`src/rtl/mem_access.sv`:
```
// Memory-access pipeline stage: issues load/store bus transactions with byte-lane
// steering and load extension, and produces the single-cycle register writeback.
module mem_access (
  input  logic        clk,
  input  logic        rst,
  input  logic        i_exec_stall,
  input  logic        i_fetch_stall,
  output logic        o_mem_stall,
  input  logic [5:0]  i_op,
  input  logic [4:0]  i_dst_gpr,
  input  logic [31:0] i_result,
  input  logic [31:0] i_mem_data,
  output logic        o_rt_wr,
  output logic [4:0]  o_rt,
  output logic [31:0] o_rt_data,
  output logic        o_mem_err,
  output logic        o_bus_req,
  output logic        o_bus_we,
  output logic [31:0] o_bus_addr,
  output logic [3:0]  o_bus_be,
  output logic [31:0] o_bus_wdata,
  input  logic        i_bus_ack,
  input  logic        i_bus_rvalid,
  input  logic [31:0] i_bus_rdata
);

  localparam logic [5:0] OP_LB  = 6'h20;
  localparam logic [5:0] OP_LH  = 6'h21;
  localparam logic [5:0] OP_LW  = 6'h23;
  localparam logic [5:0] OP_LBU = 6'h24;
  localparam logic [5:0] OP_LHU = 6'h25;
  localparam logic [5:0] OP_SB  = 6'h28;
  localparam logic [5:0] OP_SH  = 6'h29;
  localparam logic [5:0] OP_SW  = 6'h2B;

  typedef enum logic [1:0] {IDLE, REQ, RDATA} state_t;

  state_t      state, state_nxt;
  logic        is_load, is_store, misalign, capture, load_done;
  logic [5:0]  op_p1;
  logic [1:0]  lane_p1;

  function automatic logic [3:0] lane_be(input logic [5:0] op, input logic [1:0] a);
    case (op)
      OP_LB, OP_LBU, OP_SB: lane_be = 4'b0001 << a;
      OP_LH, OP_LHU, OP_SH: lane_be = a[1] ? 4'b1100 : 4'b0011;
      default:              lane_be = 4'b1111;
    endcase
  endfunction

  function automatic logic [31:0] lane_wdata(input logic [5:0] op, input logic [31:0] d);
    case (op)
      OP_SB:   lane_wdata = {4{d[7:0]}};
      OP_SH:   lane_wdata = {2{d[15:0]}};
      default: lane_wdata = d;
    endcase
  endfunction

  // Lane shift first, then extend; halfword lanes are aligned so a[0] is 0.
  function automatic logic [31:0] load_extend(input logic [5:0] op, input logic [1:0] a,
                                              input logic [31:0] rd);
    logic [31:0]        sh;
    logic signed [7:0]  b;
    logic signed [15:0] h;
    sh = rd >> {a, 3'b000};
    b  = sh[7:0];
    h  = sh[15:0];
    case (op)
      OP_LB:   load_extend = {{24{b[7]}}, b};
      OP_LBU:  load_extend = {24'b0, sh[7:0]};
      OP_LH:   load_extend = {{16{h[15]}}, h};
      OP_LHU:  load_extend = {16'b0, sh[15:0]};
      default: load_extend = rd;
    endcase
  endfunction

  always_comb begin
    is_load  = 1'b0;
    is_store = 1'b0;
    misalign = 1'b0;
    case (i_op)
      OP_LB, OP_LH, OP_LW, OP_LBU, OP_LHU: is_load  = 1'b1;
      OP_SB, OP_SH, OP_SW:                 is_store = 1'b1;
      default: ;
    endcase
    case (i_op)
      OP_LH, OP_LHU, OP_SH: misalign = i_result[0];
      OP_LW, OP_SW:         misalign = |i_result[1:0];
      default: ;
    endcase
  end

  assign o_mem_stall = (state != IDLE);
  assign capture     = (state == IDLE) & ~(o_mem_stall | i_exec_stall | i_fetch_stall);

  always_comb begin
    state_nxt = state;
    load_done = 1'b0;
    case (state)
      IDLE:  if (capture && (is_load || is_store) && !misalign) state_nxt = REQ;
      REQ: begin
        if (i_bus_ack) begin
          if (o_bus_we) begin
            state_nxt = IDLE;
          end else if (i_bus_rvalid) begin
            state_nxt = IDLE;
            load_done = 1'b1;
          end else begin
            state_nxt = RDATA;
          end
        end
      end
      RDATA: begin
        if (i_bus_rvalid) begin
          state_nxt = IDLE;
          load_done = 1'b1;
        end
      end
      default: state_nxt = IDLE;
    endcase
  end

  always_ff @(posedge clk) begin
    if (rst) state <= IDLE;
    else     state <= state_nxt;
  end

  // p1: captured request context, used when the transaction completes
  always_ff @(posedge clk) begin
    if (capture) begin
      op_p1   <= i_op;
      lane_p1 <= i_result[1:0];
    end
  end

  always_ff @(posedge clk) begin
    if (rst) begin
      o_rt_wr     <= 1'b0;
      o_rt        <= 5'd0;
      o_rt_data   <= 32'd0;
      o_mem_err   <= 1'b0;
      o_bus_req   <= 1'b0;
      o_bus_we    <= 1'b0;
      o_bus_addr  <= 32'd0;
      o_bus_be    <= 4'd0;
      o_bus_wdata <= 32'd0;
    end else begin
      o_rt_wr   <= 1'b0;
      o_mem_err <= 1'b0;
      if (capture) begin
        if (!(is_load || is_store)) begin
          o_rt_wr   <= (i_dst_gpr != 5'd0);
          o_rt      <= i_dst_gpr;
          o_rt_data <= i_result;
        end else if (misalign) begin
          o_mem_err <= 1'b1;
        end else begin
          o_bus_req   <= 1'b1;
          o_bus_we    <= is_store;
          o_bus_addr  <= {i_result[31:2], 2'b00};
          o_bus_be    <= lane_be(i_op, i_result[1:0]);
          o_bus_wdata <= lane_wdata(i_op, i_mem_data);
          o_rt        <= i_dst_gpr;
        end
      end
      if (state == REQ && i_bus_ack) o_bus_req <= 1'b0;
      if (load_done) begin
        o_rt_wr   <= (o_rt != 5'd0);
        o_rt_data <= load_extend(op_p1, lane_p1, i_bus_rdata);
      end
    end
  end

endmodule

```
`config.mk`:
```
export PLATFORM = sky130hd
export DESIGN_NAME = mem_access
export DESIGN_NICKNAME = d
export VERILOG_FILES = /design/src/rtl/mem_access.sv
export SDC_FILE = /design/constraint.sdc
export NUM_CORES = 1
export LEC_CHECK = 0
export ABC_AREA = 1
export CAP_MARGIN = 20
export CELL_PAD_IN_SITES_DETAIL_PLACEMENT = 1
export CELL_PAD_IN_SITES_GLOBAL_PLACEMENT = 2
export CORE_MARGIN = 2
export CORE_UTILIZATION = 23
export DETAILED_ROUTE_END_ITERATION = 7
export PLACE_DENSITY_LB_ADDON = 0.25
export SKIP_LAST_GASP = 1
export SLEW_MARGIN = 15
export SYNTH_ARGS = -nofsm -noshare
export SYNTH_HDL_FRONTEND = slang
export SYNTH_SLANG_ARGS = --single-unit
```
`constraint.sdc`:
```
create_clock -name clk -period 2.9 [get_ports clk]
set_clock_uncertainty 0.05 [all_clocks]
set_input_delay 0.725 -clock clk [delete_from_list [all_inputs] [get_ports clk]]
set_output_delay 0.725 -clock clk [all_outputs]
set_load 0.02 [all_outputs]
```
==> reports/qor.yml <==
antenna_found_initial: 1
coreArea_um2: 24110
track_usage: 0.1872
via_count: 6150
synth-seq-cells: 117
yosys.cell_types.count: 33
grt.overflow.total: 0
h-tree-depth: 4
die_y_um: 160.2
grt_pass1_vias: 6396
synth.area.top_cells: "dfxtp_1, o21ai_0, nor2_1"
p_per_area_nw_per_um2: 652.0
end_kind: "primary output"
status: "finished, final reports clean"
netlist_instances: 790
rr_worst_depth: 9
wirelength_um: 23830
finalHoldViolCount: 0
period_share: 0.8818
postCtsSetupBuffers: 0
area_delta_synth_final_pct: 57.57
finalSetupViolations: 0
drive_gt1_frac: 0.07806
portBuffers: 220
rsz0062_at_grt: "false"
drtIter0Drc: 302
worstPathMaxFanout: 3
cts_buffer_depth: 2
cts_tree: "built"
worstPathRequired_ps: 2120
slew_viol_final: 0
p_total_uw: 5768
crit_arrival_ps: 1780
grt_pass1_wl_um: 37360
cts_root_buf: "clkbuf_16"
worstMarginPinSlew_ps: 714.1
routed_via_density: 4.603
reg2reg_slack_ps: 800
fin_ws_ps: 342.8
grt_max_degree: 94
top_level_ports: 223
worst-setup-path-type: "flop to primary output"
avgSynthCellArea_um2: 7.106
ys_warn_count: 0
rows: 57
fp.dieArea_um2: 25680
slew_headroom: 0.5234
fmax_mhz: 391.1
p_leak_uw: 0.003519
hold_depth: 2
clock_latency_ps: 430
setup.worst_path.start_class: "flop"
fp.dieW_um: 160.2
gp_congestion: 0.7494
netlist.area_leader.share: 0.3887
seq_area_frac_synth: 0.4315
nNetsFinal: 1116
yosysTopAreaCell: "dfxtp_1"
cap_viol_max_count: 0
dp_slack_ps: 90.25
cts_buffers: 17
synth_area_um2: 5614
period_needed_ps: 2557
setup_tns_ps: 0
first_pass_iters: 5
antenna_cells: 0
post-dp-hpwl_um: 17100
cts_hold_buf: 0
cts_resized: 0
wl_per_cell_um: 17.84
irDropWorstVdd_uv: 327.3
drc_errors: 0
clk_pin_slew_ps: 70
cts.sinks: 117
min_path_type: "flop to flop"
start_util: 0.2329
detail-route-antenna-nets: 0
routing by layer:
metal,vias up,wire [um],global-route usage
li1,3076,-,-
met1,2905,11210,0.2430
met2,153,10980,0.3066
met3,16,1424,0.05766
met4,0,212,0.04054
met5,-,0,0
synthesized netlist by cell type:
cell        n
o21ai_0   134
nor2_2      2
buf_2      21
o211ai_2    1
nand2_2     4
nand3_1    33
o211ai_1   14
nor3_4      1
inv_2       6
conb_1      1
a22oi_1     1
or2_2       3
a31oi_1     3
nand2_1   112
clkbuf_1   19
nor2_1    125
nand4_1     2
o22ai_1    17
nor3_2      1
nor3_1      5
buf_1       1
nand2_4     1
and3_1      1
edfxtp_1    8
buf_4      10
ha_1        4
nor2_4      2
inv_1      40
a21oi_1    89
o21ai_2     1
o21ai_1    15
dfxtp_1   109
buf_6       4
cell type report:
cell class | count | area (um^2)
timing repair buffer | 244 | 2457
fill | 2960 | 15260
clock buffer | 21 | 503.0
sequential | 117 | 2422
inverter | 46 | 172.7
multi-input combinational | 573 | 2730
clock inverter | 11 | 155.1
tap | 324 | 405.4
cell usage in the layout (no fill, tap or decap), drive strengths merged, types with 4 or more instances in the layout:
cell type      Yosys  routed
edfxtp             8       8
nor2             129     129
ha                 4       4
nand2            117     117
o211ai            15      15
inv               46      51
nor3               7       7
clkdlybuf4s50      0     220
o21ai            150     150
nand3             33      33
dfxtp            109     109
buf               36      24
clkbuf            19      21
o22ai             17      17
a21oi             89      89
kinds of logic (layout without fill, tap and decap cells):
kind of cell / Yosys count / count (layout) / share of synthesized area
other: 1 / 2 / 0.0006680
buffers and inverters: 101 / 322 / 0.08424
adder cells (fa/ha/maj): 4 / 4 / 0.008915
flip-flops: 117 / 117 / 0.4315
AND/OR/NAND/NOR: 292 / 292 / 0.2164
AO/OA/AOI/OAI: 275 / 275 / 0.2583
metrics by stage:
step                hold WS (ps)  utilization  cell area [um^2]  std cells
detailed placement         431.0       0.3397              8188       1304
CTS                        441.4       0.3670              8846       1336
finish                     438.9       0.3670              8846       1336
floorplan                  427.5            -              5618        791
global route               470.7       0.3670              8846       1336
global placement           415.6       0.3397              8188       1304
flip-flops by register name (all words and copies together) (netlist names):
| name | cells |
|---|---|
| o_bus_wdata | 32 |
| o_mem_err | 1 |
| o_bus_be | 4 |
| o_rt | 5 |
| o_bus_we | 1 |
| o_bus_addr | 30 |
| o_rt_wr | 1 |
| o_rt_data | 32 |
| lane_p1 | 2 |
| state | 2 |
| op_p1 | 6 |
| o_bus_req | 1 |
power by group:
group          switching (uW)  internal (uW)
clock network             882           1520
registers                89.8           1800
logic                     833            649
worst max-delay path, stage by stage (launching register included):
cell and delay (ps):
dfxtp_1 360, inv_1 90, ha_1 220, inv_1 90, clkdlybuf4s50_1 600
final timing paths:
kind | end | from
hold reg to reg | o_rt_data[1] | o_rt_data[1]
hold / removal | o_rt_data[1] | o_rt_data[1]
setup / recovery | o_mem_stall | state[0]
setup reg to reg | o_rt_data[12] | state[1]
Note: power is estimated with default switching activity, not from simulation.
